File: src/rtl/time_pkg.sv
// Shared widths, default terminal values and alarm state encoding for the
// time-of-day keeper and its field counters.
package time_pkg;

    localparam int HH_W = 5;
    localparam int MM_W = 6;
    localparam int SS_W = 6;

    localparam int SEC_MAX_DEF  = 59;
    localparam int MIN_MAX_DEF  = 59;
    localparam int HOUR_MAX_DEF = 23;

    typedef enum logic {
        IDLE    = 1'b0,
        RINGING = 1'b1
    } alarm_state_t;

    // A load is accepted only when every field is within its terminal value.
    function automatic logic fields_in_range(
        input logic [HH_W-1:0] hh,
        input logic [MM_W-1:0] mm,
        input logic [SS_W-1:0] ss,
        input int              hour_max,
        input int              min_max,
        input int              sec_max
    );
        return (32'(hh) <= 32'(hour_max)) &&
               (32'(mm) <= 32'(min_max))  &&
               (32'(ss) <= 32'(sec_max));
    endfunction

endpackage

File: src/rtl/wrap_counter.sv
// One time-of-day field: loadable modulo-(MAX+1) counter whose combinational
// wrap output carries into the next, slower field.
module wrap_counter #(
    parameter int WIDTH = 6,
    parameter int MAX   = 59
) (
    input  logic             clock,
    input  logic             reset,
    input  logic             inc,
    input  logic             load,
    input  logic [WIDTH-1:0] load_val,
    output logic [WIDTH-1:0] value,
    output logic             wrap
);

    localparam logic [WIDTH-1:0] MAX_V = WIDTH'(MAX);

    // A load suppresses both the increment and the carry out of this field.
    assign wrap = inc && !load && (value == MAX_V);

    // Field register: load has priority over increment.
    always_ff @(posedge clock or negedge reset) begin
        if (!reset) begin
            value <= {WIDTH{1'b0}};
        end else if (load) begin
            value <= load_val;
        end else if (inc) begin
            value <= wrap ? {WIDTH{1'b0}} : value + WIDTH'(1'b1);
        end else begin
            value <= value;
        end
    end

endmodule

File: src/rtl/time_keeper.sv
// 24-hour hh:mm:ss keeper driven by a once-per-second pulse, with validated
// synchronous load, registered rollover ticks and a latched, acknowledgeable alarm.
module time_keeper
    import time_pkg::*;
#(
    parameter int SEC_MAX  = SEC_MAX_DEF,
    parameter int MIN_MAX  = MIN_MAX_DEF,
    parameter int HOUR_MAX = HOUR_MAX_DEF
) (
    input  logic            clock,
    input  logic            reset,
    input  logic            io_sec_tick,
    input  logic            io_load,
    input  logic [HH_W-1:0] io_load_hh,
    input  logic [MM_W-1:0] io_load_mm,
    input  logic [SS_W-1:0] io_load_ss,
    input  logic            io_alarm_en,
    input  logic [HH_W-1:0] io_alarm_hh,
    input  logic [MM_W-1:0] io_alarm_mm,
    input  logic            io_alarm_ack,
    output logic [HH_W-1:0] io_hh,
    output logic [MM_W-1:0] io_mm,
    output logic [SS_W-1:0] io_ss,
    output logic            io_min_tick,
    output logic            io_hour_tick,
    output logic            io_day_tick,
    output logic            io_load_err,
    output logic            io_alarm
);

    logic            range_ok_s;
    logic            load_ok_s;
    logic            load_bad_s;
    logic            ss_inc_s;
    logic            ss_wrap_s;
    logic            mm_wrap_s;
    logic            hh_wrap_s;
    logic [MM_W-1:0] mm_next_s;
    logic [HH_W-1:0] hh_next_s;
    logic            match_s;
    alarm_state_t    state_r;
    logic            alarm_r;

    assign range_ok_s = fields_in_range(io_load_hh, io_load_mm, io_load_ss,
                                        HOUR_MAX, MIN_MAX, SEC_MAX);
    assign load_ok_s  = io_load && range_ok_s;
    assign load_bad_s = io_load && !range_ok_s;
    // A rejected load leaves the coincident second tick in force.
    assign ss_inc_s   = io_sec_tick && !load_ok_s;

    wrap_counter #(.WIDTH(SS_W), .MAX(SEC_MAX)) u_ss (
        .clock    (clock),
        .reset    (reset),
        .inc      (ss_inc_s),
        .load     (load_ok_s),
        .load_val (io_load_ss),
        .value    (io_ss),
        .wrap     (ss_wrap_s)
    );

    wrap_counter #(.WIDTH(MM_W), .MAX(MIN_MAX)) u_mm (
        .clock    (clock),
        .reset    (reset),
        .inc      (ss_wrap_s),
        .load     (load_ok_s),
        .load_val (io_load_mm),
        .value    (io_mm),
        .wrap     (mm_wrap_s)
    );

    wrap_counter #(.WIDTH(HH_W), .MAX(HOUR_MAX)) u_hh (
        .clock    (clock),
        .reset    (reset),
        .inc      (mm_wrap_s),
        .load     (load_ok_s),
        .load_val (io_load_hh),
        .value    (io_hh),
        .wrap     (hh_wrap_s)
    );

    // Tick-driven next hh:mm; ss is 0 exactly when the seconds field wraps.
    always_comb begin
        mm_next_s = io_mm;
        hh_next_s = io_hh;
        if (mm_wrap_s) begin
            mm_next_s = {MM_W{1'b0}};
        end else if (ss_wrap_s) begin
            mm_next_s = io_mm + 6'd1;
        end else begin
            mm_next_s = io_mm;
        end
        if (hh_wrap_s) begin
            hh_next_s = {HH_W{1'b0}};
        end else if (mm_wrap_s) begin
            hh_next_s = io_hh + 5'd1;
        end else begin
            hh_next_s = io_hh;
        end
    end

    assign match_s = io_alarm_en && ss_wrap_s &&
                     (hh_next_s == io_alarm_hh) && (mm_next_s == io_alarm_mm);

    // Rollover and load-error pulses, one cycle each.
    always_ff @(posedge clock or negedge reset) begin
        if (!reset) begin
            io_min_tick  <= 1'b0;
            io_hour_tick <= 1'b0;
            io_day_tick  <= 1'b0;
            io_load_err  <= 1'b0;
        end else begin
            io_min_tick  <= ss_wrap_s;
            io_hour_tick <= mm_wrap_s;
            io_day_tick  <= hh_wrap_s;
            io_load_err  <= load_bad_s;
        end
    end

    // Alarm FSM; a fresh match outranks an acknowledge in the same cycle.
    always_ff @(posedge clock or negedge reset) begin
        if (!reset) begin
            state_r <= IDLE;
            alarm_r <= 1'b0;
        end else begin
            case (state_r)
                IDLE: begin
                    if (match_s) begin
                        state_r <= RINGING;
                        alarm_r <= 1'b1;
                    end else begin
                        state_r <= IDLE;
                        alarm_r <= 1'b0;
                    end
                end
                RINGING: begin
                    if (match_s) begin
                        state_r <= RINGING;
                        alarm_r <= 1'b1;
                    end else if (io_alarm_ack || !io_alarm_en) begin
                        state_r <= IDLE;
                        alarm_r <= 1'b0;
                    end else begin
                        state_r <= RINGING;
                        alarm_r <= 1'b1;
                    end
                end
                default: begin
                    state_r <= IDLE;
                    alarm_r <= 1'b0;
                end
            endcase
        end
    end

    assign io_alarm = alarm_r;

endmodule

File: config.mk
export PLATFORM = sky130hd
export DESIGN_NAME = time_keeper
export DESIGN_NICKNAME = d
export VERILOG_FILES = /design/src/rtl/time_pkg.sv /design/src/rtl/wrap_counter.sv /design/src/rtl/time_keeper.sv
export SDC_FILE = /design/constraint.sdc
export NUM_CORES = 1
export LEC_CHECK = 0
export ABC_AREA = 1
export ABC_CLOCK_PERIOD_IN_PS = 2400
export BUFFER_PORTS_ARGS = -buffer_cell sky130_fd_sc_hd__buf_4
export CAP_MARGIN = 20
export CORE_ASPECT_RATIO = 0.7
export CORE_MARGIN = 5
export CORE_UTILIZATION = 52
export CTS_BUF_LIST = sky130_fd_sc_hd__clkbuf_2
export CTS_CLUSTER_DIAMETER = 120
export CTS_CLUSTER_SIZE = 20
export DETAILED_ROUTE_END_ITERATION = 8
export GPL_TIMING_DRIVEN = 1
export PLACE_DENSITY = 0.82
export SYNTH_ARGS = -nofsm -noshare
export SYNTH_HDL_FRONTEND = slang
export SYNTH_SLANG_ARGS = --single-unit
export TNS_END_PERCENT = 30
File: constraint.sdc
create_clock -name clock -period 2.4 [get_ports clock]
set_clock_uncertainty 0.2 [all_clocks]
set_input_delay 0.12 -clock clock [delete_from_list [all_inputs] [get_ports clock]]
set_output_delay 0.12 -clock clock [all_outputs]
set_load 0.05 [all_outputs]
==> impl_metrics.py <==
metrics = {
    "floorplanning": {
        "fp-row-count": 17,
        "die_w_um": 77.5,
        "die_y_um": 57.2,
        "core-area_um2": 3110,
        "dieArea_um2": 4440,
        "pin_count": 56,
        "initial_core_util_pct": 53.4,
    },
    "worst_setup_path": {
        "crit_fanout": 18,
        "crit_type": "input pin to flop",
        "cp-end-kind": "flop",
        "arrival_ns": 2.41,
        "r2r_cells": 13,
        "worstSetupPathDepth": 8,
        "r2r-end": "io_alarm$_DFF_PN0_",
        "reg2reg_slack_ns": 0.23,
        "critPathSlowestCell": "dlygate4sd3_1",
        "cp.required_ns": 2.45,
        "critPathLaunch": "io_load_ss[5]",
        "cpPeakStageDelay_ns": 0.58,
        "critical_path.endpoint": "u_ss.value[1]$_DFFE_PN0P_",
        "cp_num_buf_inv": 4,
        "r2r-start": "u_mm.value[0]$_DFFE_PN0P_",
        "critPathMostFrequentCell": "dlygate4sd3_1",
        "crit_family": "buffers and inverters",
        "start_kind": "input pin",
        "critical_path.cell_chain": "dlygate4sd3_1 > buf_4 > nand4_1 > nand3_4 > clkinvlp_4 > nand2_1 > nand3_1 > dlygate4sd3_1",
    },
    "status": {
        "outcome": "complete, but fails checks",
        "violations": "negative hold slack",
    },
    "synth": {
        "yosys.area_share.xor_xnor_pct": 2.64,
        "synth_seq_cells": 22,
        "syn_area_per_cell_um2": 7.05,
        "synth.net_count": 272,
        "synth_compound_area_share_pct": 9.96,
        "synth_top_family_by_area": "simple AND/OR/NAND/NOR gates",
        "ys.flop_type": "dfrtp_1",
        "synthCells": 235,
        "yosys_warnings": 0,
        "synth_area_um2": 1660,
        "synthAdderAreaFrac_pct": 2.26,
        "yosys.cell_count.top_type": "nand2_1",
        "ys_seq_area_share_pct": 33.2,
        "synthMuxAreaShare_pct": 0,
        "synth_edf_count": 0,
        "yosys.area_share.simple_pct": 42.1,
        "synth_common_cells": "nand2_1, inv_1, nand3_1, dfrtp_1, nor2_1",
        "async_flop_share_pct": 100,
        "netlist.area_leader.share_pct": 33.2,
        "synth_top_area_cell": "dfrtp_1",
        "synth_cell_types": 32,
        "netlist_top_cells_area": "dfrtp_1, nand2_1, nand3_1, inv_1, nor2_1",
    },
    "global_routing": {
        "grt_pass1_vias": 1927,
        "gr-total-overflow": 0,
        "grt.total_usage_pct": 24.9,
        "grt_max_degree": 23,
        "grt_pass1_wl_mm": 9.03,
        "antenna_found_initial": 1,
    },
    "pwr": {
        "total_power_mw": 1.49,
        "power_leakage_nw": 1.29,
        "powerDensity_nw_per_um2": 590,
        "clockPowerShare_pct": 18.5,
        "p_int_uw": 837,
        "peakVddDrop_v": 0.000653,
        "p_sw_share_pct": 44.0,
        "power_frac_comb_pct": 47.3,
        "power_frac_seq_pct": 34.2,
        "switchingPower_uw": 657,
    },
    "routing": {
        "wl_mm": 5.36,
        "routed-via-count": 1959,
        "dr.pass1.iters": 4,
        "viasPerCell": 5.34,
        "initialDrtViolationCount": 164,
        "drc_errors": 0,
        "ant_nets": 0,
        "wl_per_cell_um": 14.6,
    },
    "timing": {
        "hold_violations": 1,
        "fmax_ghz": 0.425,
        "min_period_over_period_pct": 98.0,
        "setup_tns_ns": 0,
        "setup_viol": 0,
        "worst_pin_slew_ns": 0.586,
        "rsz0062_at_grt": "true",
        "setup_slack_ns": 0.0475,
        "period_needed_ns": 2.35,
        "hold_ws_ns": -0.00612,
        "drv_slew": 0,
        "relSlewSlack_pct": 60.8,
    },
    "placement": {
        "pre_cts_ws_ns": 0.221,
        "dp_hpwl_mm": 3.49,
        "gp_congestion": 0.862,
        "dp.cells": 326,
        "place_area_um2": 2100,
        "io_buffers": 55,
    },
    "clock_tree": {
        "path_clk_slew_ns": 0.26,
        "cts_buffer_depth": 2,
        "cts_tree": "yes",
        "clock_sinks": 22,
        "cts_buffers": 3,
        "clock_latency_ns": 0.36,
        "h-tree-depth": 1,
        "cts-root-buf": "clkbuf_2",
    },
    "layout": {
        "utilization_pct": 81.5,
        "syn2layout_area_growth_pct": 52.8,
        "stdcell_count": 367,
        "layout-drive-gt1-share_pct": 26.5,
        "stdcell_area_um2": 2530,
        "fin_nets": 366,
    },
    "run": {
        "cap_violations": 0,
    },
    "hold_path": {
        "min_path_type": "input pin to flop",
    },
}
worst register-to-register path: cells and delay by family (launching register included):
kind            cells  cell delay [ns]
buf+inv             1             0.21
flops               1             0.48
simple gates       10             0.91
compound gates      1             0.09
fa+ha+maj           1             0.26
flip-flops by register name (all words and copies together) (netlist names):
register	cells
io_min_tick	1
u_hh.value	5
u_mm.value	6
io_hour_tick	1
io_day_tick	1
u_ss.value	6
io_alarm	1
io_load_err	1
layer usage:
layer / vias to the layer above / global-route usage [%] / part of all wire (%)
li1: 964 / - / -
met1: 909 / 33.6 / 42
met2: 78 / 41.5 / 49
met3: 8 / 5.52 / 7.8
met4: 0 / 5.15 / 1.5
met5: - / 0 / 0
cell type report:
cell class	instances	area [um2]
multi-input cells	176	960
repair buffers	94	801
fillers	223	573
flip-flops and latches	22	553
inverters	32	124
well taps	38	47.5
clock inverters	1	30.0
clock buffers	3	15.0
diodes	1	2.50
worst min path at each step:
stage                               from                         to  slack, ns  cells past startpoint
final                     io_alarm_mm[4]         io_alarm$_DFF_PN0_     -0.006                      8
after global routing      io_alarm_mm[4]         io_alarm$_DFF_PN0_       0.03                      8
after CTS                 io_alarm_mm[4]         io_alarm$_DFF_PN0_     0.0003                      8
after detailed placement           reset  u_mm.value[5]$_DFFE_PN0P_      -0.17                      1
after global placement             reset  u_mm.value[5]$_DFFE_PN0P_      -0.17                      1
after floorplan                    reset         io_alarm$_DFF_PN0_      -0.38                      0
kinds of logic after synthesis:
group | Yosys count
AOI/OAI and AO/OA | 25
DFF | 22
xor gates and xnor gates | 5
adders and majority gates | 3
and+or+nand+nor | 143
buffers and inverters | 37
power groups by stage:
stage,combinational (mW),sequential (mW),clock (mW)
floorplan,0.257,0.685,0
global placement,0.634,0.509,0
detailed placement,0.638,0.511,0
CTS,0.689,0.504,0.277
global route,0.765,0.520,0.288
finish,0.706,0.511,0.276
what timing repair did:
action                                  4_1_cts  5_1_grt
endpoints found under the hold margin        41        0
buffers inserted                              0        0
hold buffers                                 35        0
gates resized for setup                       0        6
endpoints found under the setup margin        0        2
cells in the final DEF (no fill, tap or decap), types with 4 or more instances in the layout:
cell type       n
nand4_1         8
inv_1          29
dlygate4sd3_1  35
nand2_2         5
nor2_1         21
buf_4          58
o211ai_1        5
a31oi_1         5
o21ai_0         4
nor2_4          4
nand3_1        27
nand2_1        65
dfrtp_1        20
Power figures use the tool's default switching activity.
